File: src/rtl/fetch_cache_pkg.sv
// Shared types, geometry and helpers for the direct-mapped instruction fetch cache.
// The address split is fixed here so the top and the tag store always agree on it.
package fetch_cache_pkg;

  localparam int ADDR_W = 23;
  localparam int IDX_W  = 4;
  localparam int LINES  = 1 << IDX_W;
  localparam int TAG_W  = ADDR_W - IDX_W - 2;

  // Fetches at or above this address target peripheral space and are never cached.
  localparam logic [ADDR_W-1:0] CACHE_LIMIT = 23'h40_0000;

  localparam logic [2:0] FUNCT3_MEM_B  = 3'b000;
  localparam logic [2:0] FUNCT3_MEM_H  = 3'b001;
  localparam logic [2:0] FUNCT3_MEM_W  = 3'b010;
  localparam logic [2:0] FUNCT3_MEM_BU = 3'b100;
  localparam logic [2:0] FUNCT3_MEM_HU = 3'b101;

  typedef enum logic [2:0] {
    IDLE      = 3'd0,
    MISS_REQ  = 3'd1,
    MISS_WAIT = 3'd2,
    PASS_REQ  = 3'd3,
    PASS_WAIT = 3'd4
  } state_t;

  function automatic logic [IDX_W-1:0] idx_of(input logic [31:0] addr);
    return addr[IDX_W+1:2];
  endfunction

  function automatic logic [TAG_W-1:0] tag_of(input logic [31:0] addr);
    return addr[ADDR_W-1:IDX_W+2];
  endfunction

endpackage

File: src/rtl/fetch_cache_tags.sv
// Valid/tag/data storage for the fetch cache: combinational lookup, one fill port,
// a tag-qualified single-line invalidate and a flush that clears every valid bit.
module fetch_cache_tags
  import fetch_cache_pkg::*;
(
  input  logic             clk,
  input  logic             reset,
  input  logic [IDX_W-1:0] lookup_idx,
  input  logic [TAG_W-1:0] lookup_tag,
  output logic             lookup_hit,
  output logic [31:0]      lookup_data,
  input  logic             fill_en,
  input  logic [IDX_W-1:0] fill_idx,
  input  logic [TAG_W-1:0] fill_tag,
  input  logic [31:0]      fill_data,
  input  logic             inval_en,
  input  logic [IDX_W-1:0] inval_idx,
  input  logic [TAG_W-1:0] inval_tag,
  input  logic             flush_all
);

  logic [LINES-1:0] valid_q;
  logic [TAG_W-1:0] tag_q  [LINES];
  logic [31:0]      data_q [LINES];

  assign lookup_hit  = valid_q[lookup_idx] && (tag_q[lookup_idx] == lookup_tag);
  assign lookup_data = data_q[lookup_idx];

  // Flush wins over everything; a lookup in the flush cycle still sees the old contents.
  always_ff @(posedge clk) begin
    if (!reset || flush_all) begin
      valid_q <= '0;
    end else begin
      if (inval_en && (tag_q[inval_idx] == inval_tag)) begin
        valid_q[inval_idx] <= 1'b0;
      end
      if (fill_en) begin
        valid_q[fill_idx] <= 1'b1;
      end
    end
  end

  always_ff @(posedge clk) begin
    if (fill_en) begin
      tag_q[fill_idx]  <= fill_tag;
      data_q[fill_idx] <= fill_data;
    end
  end

endmodule

File: src/rtl/fetch_cache.sv
// Read-only, one-word-per-line instruction cache in front of the memory subsystem.
// Cacheable fetch hits complete in one cycle; everything else is forwarded unchanged.
module fetch_cache
  import fetch_cache_pkg::*;
(
  input  logic        clk,
  input  logic        reset,
  input  logic        cpu_ce,
  input  logic        cpu_fetch,
  input  logic [31:0] cpu_addr,
  input  logic [2:0]  cpu_funct3,
  input  logic        cpu_memwrite,
  input  logic [31:0] cpu_datain,
  output logic [31:0] cpu_dataout,
  output logic        cpu_busy,
  output logic        cpu_valid,
  input  logic        flush,
  output logic        mem_ce,
  output logic [31:0] mem_addr,
  output logic [2:0]  mem_funct3,
  output logic        mem_memwrite,
  output logic [31:0] mem_datain,
  input  logic [31:0] mem_dataout,
  input  logic        mem_busy,
  input  logic        mem_valid,
  output logic [15:0] hit_cnt,
  output logic [15:0] miss_cnt,
  output state_t      dbg_state
);

  state_t      state_q, state_d;
  logic [31:0] req_addr_q;
  logic [2:0]  req_funct3_q;
  logic        req_memwrite_q;
  logic [31:0] req_datain_q;
  logic        fill_kill_q;

  logic        cacheable;
  logic        lookup_hit;
  logic [31:0] lookup_data;
  logic        hit_take, miss_take, pass_take, resp_take;
  logic        fill_en, inval_en;

  // Completion is tracked purely by mem_valid.
  logic unused_mem_busy;
  assign unused_mem_busy = mem_busy;

  assign cacheable = cpu_ce && cpu_fetch && !cpu_memwrite
                  && (cpu_funct3 == FUNCT3_MEM_W)
                  && (cpu_addr[1:0] == 2'b00)
                  && (cpu_addr[31:ADDR_W] == '0)
                  && (cpu_addr[ADDR_W-1:0] < CACHE_LIMIT);

  fetch_cache_tags u_tags (
    .clk         (clk),
    .reset       (reset),
    .lookup_idx  (idx_of(cpu_addr)),
    .lookup_tag  (tag_of(cpu_addr)),
    .lookup_hit  (lookup_hit),
    .lookup_data (lookup_data),
    .fill_en     (fill_en),
    .fill_idx    (idx_of(req_addr_q)),
    .fill_tag    (tag_of(req_addr_q)),
    .fill_data   (mem_dataout),
    .inval_en    (inval_en),
    .inval_idx   (idx_of(cpu_addr)),
    .inval_tag   (tag_of(cpu_addr)),
    .flush_all   (flush)
  );

  always_ff @(posedge clk) begin
    if (!reset) begin
      state_q <= IDLE;
    end else begin
      state_q <= state_d;
    end
  end

  always_comb begin
    state_d = state_q;
    case (state_q)
      IDLE: begin
        if (cpu_ce) begin
          if (cacheable) begin
            state_d = lookup_hit ? IDLE : MISS_REQ;
          end else begin
            state_d = PASS_REQ;
          end
        end
      end
      MISS_REQ:  state_d = MISS_WAIT;
      MISS_WAIT: if (mem_valid) state_d = IDLE;
      PASS_REQ:  state_d = PASS_WAIT;
      PASS_WAIT: if (mem_valid) state_d = IDLE;
      default:   state_d = IDLE;
    endcase
  end

  // Requests arriving while busy are simply not looked at: only IDLE samples cpu_ce.
  always_comb begin
    mem_ce    = 1'b0;
    cpu_busy  = 1'b1;
    hit_take  = 1'b0;
    miss_take = 1'b0;
    pass_take = 1'b0;
    resp_take = 1'b0;
    fill_en   = 1'b0;
    inval_en  = 1'b0;
    case (state_q)
      IDLE: begin
        cpu_busy  = 1'b0;
        hit_take  = cacheable && lookup_hit;
        miss_take = cacheable && !lookup_hit;
        pass_take = cpu_ce && !cacheable;
        inval_en  = cpu_ce && cpu_memwrite;
      end
      MISS_REQ, PASS_REQ: begin
        mem_ce = 1'b1;
      end
      MISS_WAIT: begin
        resp_take = mem_valid;
        fill_en   = mem_valid && !flush && !fill_kill_q;
      end
      PASS_WAIT: begin
        resp_take = mem_valid;
      end
      default: begin
        cpu_busy = 1'b1;
      end
    endcase
  end

  assign mem_addr     = req_addr_q;
  assign mem_funct3   = req_funct3_q;
  assign mem_memwrite = req_memwrite_q;
  assign mem_datain   = req_datain_q;
  assign dbg_state    = state_q;

  // A flush seen at any point while a miss is outstanding must keep that word out of the array.
  always_ff @(posedge clk) begin
    if (!reset) begin
      cpu_valid      <= 1'b0;
      cpu_dataout    <= '0;
      hit_cnt        <= '0;
      miss_cnt       <= '0;
      fill_kill_q    <= 1'b0;
      req_addr_q     <= '0;
      req_funct3_q   <= '0;
      req_memwrite_q <= 1'b0;
      req_datain_q   <= '0;
    end else begin
      cpu_valid <= hit_take || resp_take;
      if (hit_take) begin
        cpu_dataout <= lookup_data;
      end else if (resp_take) begin
        cpu_dataout <= mem_dataout;
      end

      if (hit_take && (hit_cnt != 16'hFFFF)) begin
        hit_cnt <= hit_cnt + 16'd1;
      end
      if (miss_take && (miss_cnt != 16'hFFFF)) begin
        miss_cnt <= miss_cnt + 16'd1;
      end

      if (miss_take || pass_take) begin
        req_addr_q     <= cpu_addr;
        req_funct3_q   <= cpu_funct3;
        req_memwrite_q <= cpu_memwrite;
        req_datain_q   <= cpu_datain;
        fill_kill_q    <= 1'b0;
      end else if (flush && (state_q != IDLE)) begin
        fill_kill_q <= 1'b1;
      end
    end
  end

endmodule

File: config.mk
export PLATFORM = sky130hd
export DESIGN_NAME = fetch_cache
export DESIGN_NICKNAME = d
export VERILOG_FILES = /design/src/rtl/fetch_cache_pkg.sv /design/src/rtl/fetch_cache_tags.sv /design/src/rtl/fetch_cache.sv
export SDC_FILE = /design/constraint.sdc
export NUM_CORES = 1
export LEC_CHECK = 0
export CORE_MARGIN = 2
export CORE_UTILIZATION = 60
export DETAILED_ROUTE_END_ITERATION = 7
export GPL_TIMING_DRIVEN = 0
export PLACE_DENSITY = 0.88
export SETUP_SLACK_MARGIN = 0.1
export SLEW_MARGIN = 10
export SYNTH_ARGS = -nofsm -noshare
export SYNTH_HDL_FRONTEND = slang
export SYNTH_HIERARCHICAL = 1
export SYNTH_SLANG_ARGS = --single-unit
File: constraint.sdc
create_clock -name clk -period 16.7 [get_ports clk]
set_input_delay 2.505 -clock clk [delete_from_list [all_inputs] [get_ports clk]]
set_output_delay 2.505 -clock clk [all_outputs]
set_load 0.1 [all_outputs]
==> Word level (Yosys, flattened, before mapping) <==
Memory sizes are Yosys's and may differ from the RTL's.
Index checks and enable logic that the tools add are counted.
{ "word_totals": {"wordCells": 97, "input_bits": 107, "memories": 2, "ff_bits": 153, "ram_bits": 784} }
{ "classes": {"bitwise": 4, "reduce_logical": 37, "muxes": 26, "n_eq_ne": 10, "addsub": 2, "magnitude_cmp": 5} }
{ "memory_table": {"columns": ["memory", "words", "width", "rd", "rd_ports_with_merged_regs", "wr", "line", "text"], "rows": [
  ["u_tags.data_q", 16, 32, 1, 0, 1, "fetch_cache_tags.sv:24", "logic [31:0] data_q [LINES];"],
  ["u_tags.tag_q", 16, 17, 1, 0, 1, "fetch_cache_tags.sv:23", "logic [TAG_W-1:0] tag_q [LINES];"]
]} }
{ "op_table": {"columns": ["op", "n"], "rows": [
  ["2-to-1 mux 32 bit", 2],
  ["2-to-1 mux 16 bit", 3],
  ["adder 16 x 1 -> 16 bit, second input constant", 2],
  ["inequality test 16 bit, second input constant", 2],
  ["less-than comparator 23 bit, second input constant", 1],
  ["logical AND 1 bit", 19],
  ["equality test 17 bit", 1],
  ["AND 16 bit", 1],
  ["inverter 16 bit", 1],
  ["OR 16 bit", 1],
  ["2-to-1 mux 1 bit", 14],
  ["case mux 3 bit (4 select lines)", 1],
  ["less-than comparator 4 x 5 -> 1 bit, second input constant", 2],
  ["equality test 3 x 2 -> 1 bit, second input constant", 3],
  ["zero test 9 bit", 1],
  ["demux 1 bit (select 4 bit)", 2],
  [">= comparator 4 x 1 -> 1 bit, second input constant", 2],
  ["zero test 1 bit", 6],
  ["2-to-1 mux 3 bit", 2],
  ["OR reduction 2 bit", 3],
  ["binary-select mux 1 bit (select 4 bit)", 1],
  ["equality test 3 x 1 -> 1 bit, second input constant", 1],
  ["equality test 3 bit, second input constant", 1],
  ["zero test 3 bit", 1],
  ["other kinds (9)", 11]
]} }

==> Depth between registers and ports, before layout <==
{ "logic_depth": {"depth_word": 11, "depth_mapped": 14, "ltp_nobuf": 10} }

==> Modules after synthesis <==
Netlist, hierarchy kept.
{ "by_module_without_submodules": {"columns": ["module", "seq_area_each_um2", "cells_per_inst", "instances", "area_per_inst_um2"], "rows": [
  ["fetch_cache_tags", 23862.9, 1468, 1, 33019.2],
  ["fetch_cache", 2742.6, 685, 1, 5718.0]
]} }

==> Least setup slack after synthesis <==
OpenSTA, ideal clock, no wires.
{ "synth_timing": {"path_type": "input to register", "startpoint": "in flush", "endpoint": "reg u_tags.valid_q[0]", "cell_stages": 8, "arrival_ns": 7.421, "required_ns": 16.616, "path_slack_ns": 9.195, "cell_sequence": "nor2_1 nand3_1 nor3_1 or3b_2 clkbuf_1 nor3_1 o21ai_0 a21oi_1"} }
{ "synth_between": {"elab_chain_len": 5, "word_cells_on_any_way": 6, "cone_classes": "2 x mux; 4 x reduce/logical"} }
{ "synth_rtl": {"columns": ["element", "line", "text"], "rows": [
  ["from (decl)", "fetch_cache.sv:17", "input logic flush,"],
  ["zero test 1 bit", "fetch_cache.sv:122", "fill_en = mem_valid && !flush && !fill_kill_q;"],
  ["logical AND 1 bit (2 in series)", "fetch_cache.sv:122", null],
  ["2-to-1 mux 1 bit", "fetch_cache.sv:109", "case (state_q)"],
  ["named net fill_en", "fetch_cache.sv:42", "logic fill_en, inval_en;"],
  ["2-to-1 mux 16 bit", "fetch_cache_tags.sv:37", "if (fill_en) begin"],
  ["to (signal assigned)", "fetch_cache_tags.sv:32", "valid_q <= '0;"],
  ["to (signal, indexed assignment)", "fetch_cache_tags.sv:35", "valid_q[inval_idx] <= 1'b0;"],
  ["to (signal, indexed assignment)", "fetch_cache_tags.sv:38", "valid_q[fill_idx] <= 1'b1;"],
  ["to (decl)", "fetch_cache_tags.sv:22", "logic [LINES-1:0] valid_q;"]
]} }
The timed path passes the listed nets, and every way through them passes these cells.
A chain may end at the register's enable or synchronous reset.

==> Final worst setup path <==
{ "layout_timing": {"startpoint": "in cpu_addr[2]", "endpoint": "reg cpu_dataout[25]"} }
{ "layout_between": {"elab_chain_len": 6, "word_cells_on_any_way": 12, "cone_classes": "1 x order compare; 1 x eq/ne; 4 x mux; 4 x reduce/logical; 2 x memory"} }
{ "layout_rtl": {"columns": ["element", "line", "text"], "rows": [
  ["from (decl)", "fetch_cache.sv:10", "input logic [31:0] cpu_addr,"],
  ["memory (16 x 17 bit) or binary-select mux 1 bit (select 4 bit) (tied branches)", null, null],
  ["equality test 17 bit or 2-to-1 mux 1 bit (tied branches)", "fetch_cache_tags.sv:26", "assign lookup_hit = valid_q[lookup_idx] && (tag_q[lookup_idx] == lookup_tag);"],
  ["logical AND 1 bit *", "fetch_cache_tags.sv:26", null],
  ["named net lookup_hit", "fetch_cache.sv:39", "logic lookup_hit;"],
  ["logical AND 1 bit *", "fetch_cache.sv:112", "hit_take = cacheable && lookup_hit;"],
  ["2-to-1 mux 1 bit *", "fetch_cache.sv:109", null],
  ["2-to-1 mux 32 bit or nonzero test 2 bit (tied branches)", null, null],
  ["to (signal assigned)", "fetch_cache.sv:154", "cpu_dataout <= lookup_data;"],
  ["to (signal assigned)", "fetch_cache.sv:156", "cpu_dataout <= mem_dataout;"],
  ["to (decl)", "fetch_cache.sv:14", "output logic [31:0] cpu_dataout,"]
]} }
Mark *: on every way through the listed nets, which the timed path passes. The rest lies on a longest branch. The select of a mux whose other input is x is not followed.

==> impl_metrics.tcl <==
set metrics [dict create \
    finalNetCount 2657 \
    clkLatencyLatePin_ps 670 \
    cts-root-buf "sky130_fd_sc_hd__clkbuf_16" \
    drv_slew 0 \
    floorplan.io_pins 245 \
    cts_buffer_depth 3 \
    power.share.sequential_pct 50.1 \
    seqCellArea_um2 26600 \
    syn-instance-count 2153 \
    synth_enable_flop_cells 784 \
    initial_antenna_violation_count 7 \
    clkPwrFrac_pct 40.0 \
    fp.dieH_um 258 \
    antenna_violating_nets_post_route 0 \
    grt_pass1_wl_um 170000 \
    timing.critical_path.required_ps 17210 \
    postSynthRegisterBits 937 \
    layout_cells_sized_above_1_pct 21.9 \
    grt-ovfl-total 0 \
    cts_htree_levels 3 \
    drtPass1Iterations 7 \
    core-area_um2 64100 \
    switchingPower_w 0.00128 \
    cts_resized 0 \
    detail_route.drc_violations 0 \
    critPathKind "in2reg" \
    nets_in_the_synthesized_netlist 2262 \
    distinct_cell_type_count_after_synthesis 71 \
    placedCellCount 3309 \
    peakVddDrop_v 0.0000983 \
    fmax_mhz 113 \
    port_buffers 243 \
    first_global_vias 25300 \
    maximum_number_of_pins_on_one_net_before_global_route_repair 22 \
    yosysMostFrequentCell "sky130_fd_sc_hd__edfxtp_1" \
    worst-endpoint-arrival_ps 9350 \
    netlist.top_cell.by_area "sky130_fd_sc_hd__edfxtp_1" \
    power_leakage_nw 15.0 \
    async_reset_ff_share_pct 0 \
    comb_power_share_pct 9.9 \
    row_count 93 \
    timing.max_cap.violations 0 \
    viasPerCell 7.16 \
    min_period_over_period_pct 52.9 \
    fp.dieArea_um2 66600 \
    detailedRoute.firstIterationViolations 3910 \
    worst_hold_path_type "reg2reg" \
    initial_util_pct 60.4 \
    mappedNetlistArea_um2 38700 \
    place_hpwl_um 75700 \
    drt-total-wl_um 119000 \
    timing.final.crit_period_ps 8840 \
    cts.hold.buffers_added 0 \
    nFillCells 3657 \
    p_int_w 0.00389 \
    synth_top_area_share_pct 60.8 \
    cts_setup_buffers 0 \
    worstMarginPinSlew_ps 1150 \
    critPathMaxFanout 10 \
    p_per_area_nw_per_um2 112 \
    critPathCaptureType "flip-flop" \
    routed-via-count 24900 \
    grt_use_total_pct 35.7 \
    setup-tns-final_ps 0 \
    start_kind "primary input" \
    tritoncts "yes" \
    synth.yosys.warnings 6 \
    worst_setup_hold_path_clk_slew_ps 60 \
    die_x_um 258 \
    syn_avg_cell_area_um2 18.0 \
    tritoncts.num_buffers 91 \
    drt-wirelength-per-cell_um 34.1 \
    synth_top_cells_by_area "sky130_fd_sc_hd__edfxtp_1 (61%), sky130_fd_sc_hd__mux4_2 (17%), sky130_fd_sc_hd__dfxtp_1 (7.9%)" \
    synth-main-ff-cell "sky130_fd_sc_hd__edfxtp_1" \
    syn2layout_area_growth_pct 19.5 \
    stdcell_count 3484 \
    synthTopCellsByCount "sky130_fd_sc_hd__edfxtp_1 (784), sky130_fd_sc_hd__mux4_2 (289), sky130_fd_sc_hd__dfxtp_1 (153)" \
    final_hold_viol_count 0 \
    outcome "finished, final reports clean" \
    rsz_0062_raised_after_global_routing "no" \
    switching_share_pct 24.7 \
    multiInputGateArea_um2 11600 \
    fin_skew_ps 34.0 \
    cts_sinks 937 \
    synth_sequential_area_ratio_pct 68.7 \
    final-setup-viol-count 0 \
    slew-limit-headroom_pct 23.2 \
    routabilityCongestion 0.962 \
]
==> area by class of cell <==
type,instances,share of cell area [%]
diodes,4,0.0216
clock buffers,116,5.37
clock inverters,54,1.06
flip-flops and latches,937,57.5
well taps,855,2.31
inverters,16,0.130
multi-input cells,1063,25.0
plain buffers,137,1.38
repair buffers,302,7.32
==> metal layers <==
layer	wire length (µm)	GRT usage, %	vias to the layer above
li1	-	-	9634
met1	38500	44.0	12500
met2	58700	58.8	2215
met3	14300	8.24	533
met4	7270	20.0	6
met5	41	0	-
==> path summary, 6_finish.rpt <==
| path | slack (ps) | cells past startpoint | end | startpoint |
|---|---|---|---|---|
| worst max-delay path | 7860 | 14 | cpu_dataout[25] | cpu_addr[2] |
| worst min-delay path | 460 | 2 | cpu_dataout[3] | cpu_dataout[3] |
| worst max register to register | 11460 | 12 | cpu_dataout[25] | u_tags/tag_q[8][7] |
| worst min register to register | 460 | 2 | cpu_dataout[3] | cpu_dataout[3] |
==> cell usage in the layout, fill, tap and decap left out, drive strengths merged, types with 5 or more instances in the layout <==
master,instances
edfxtp,784
mux4,290
clkdlybuf4s50,243
clkbuf,201
dfxtp,153
nand2,135
buf,111
o21ai,93
nand3,88
mux2i,75
a21oi,53
a22oi,47
nor2,45
clkinv,45
xnor2,34
nand4,17
nor4,17
xor2,15
inv,15
or4,14
nor3,14
o221a,12
nand2b,10
nor2b,9
o31ai,8
and3,7
bufinv,7
a31oi,6
mux2,6
o22ai,6
and2,5
a211oi,5
or3,5
==> power by group through the flow <==
stage / registers (W) / logic, W / clock network [W]
floorplan: 0.00276 / 0.000196 / 0
global placement: 0.00264 / 0.000482 / 0
detailed placement: 0.00264 / 0.000498 / 0
finish: 0.00259 / 0.000511 / 0.00207
global route: 0.00259 / 0.000524 / 0.00216
CTS: 0.00259 / 0.000504 / 0.00208
==> flip-flops by register name, indices dropped and copies added (netlist names) <==
name,cells
mem_datain,32
mem_addr,32
u_tags/valid_q,16
cpu_valid,1
fill_kill_q,1
u_tags/tag_q,272
mem_memwrite,1
u_tags/data_q,512
miss_cnt,16
cpu_dataout,32
mem_funct3,3
dbg_state,3
hit_cnt,16
==> metrics by stage <==
stage / cell area (µm²) / total power [W] / setup slack, ps / utilization [%] / hold WS [ps]
floorplan: 38700 / 0.00295 / 9200 / - / 492
global placement: 42200 / 0.00312 / 4080 / 65.9 / 445
detailed placement: 43300 / 0.00314 / 6950 / 67.5 / 449
CTS: 46300 / 0.00517 / 7520 / 72.2 / 456
global route: 46300 / 0.00527 / 7930 / 72.2 / 468
finish: 46300 / 0.00517 / 7860 / 72.2 / 455
==> logic make-up after synthesis <==
| family | count (synthesis) | synth area share [%] |
|---|---|---|
| multiplexers | 371 | 19.0 |
| buffers and inverters | 153 | 1.79 |
| AO/OA/AOI/OAI | 260 | 4.31 |
| flip-flops | 937 | 68.7 |
| AND/OR/NAND/NOR | 381 | 5.06 |
| XOR/XNOR | 49 | 1.11 |
| adder cells (fa/ha/maj) | 2 | 0.0646 |
==> critical path, stage by stage <==
cell and delay [ps]:
sky130_fd_sc_hd__clkdlybuf4s50_1 960, sky130_fd_sc_hd__buf_2 410, sky130_fd_sc_hd__buf_1 860, sky130_fd_sc_hd__mux4_2 640, sky130_fd_sc_hd__mux4_2 510, sky130_fd_sc_hd__xnor2_1 340, sky130_fd_sc_hd__nand4_1 260, sky130_fd_sc_hd__nor4_2 800
sky130_fd_sc_hd__nand4_1 500, sky130_fd_sc_hd__o21ba_2 370, sky130_fd_sc_hd__clkbuf_1 270, sky130_fd_sc_hd__clkbuf_1 540, sky130_fd_sc_hd__nand2_1 250, sky130_fd_sc_hd__a21oi_1 100
No activity file was read; power rests on OpenSTA's default activity.
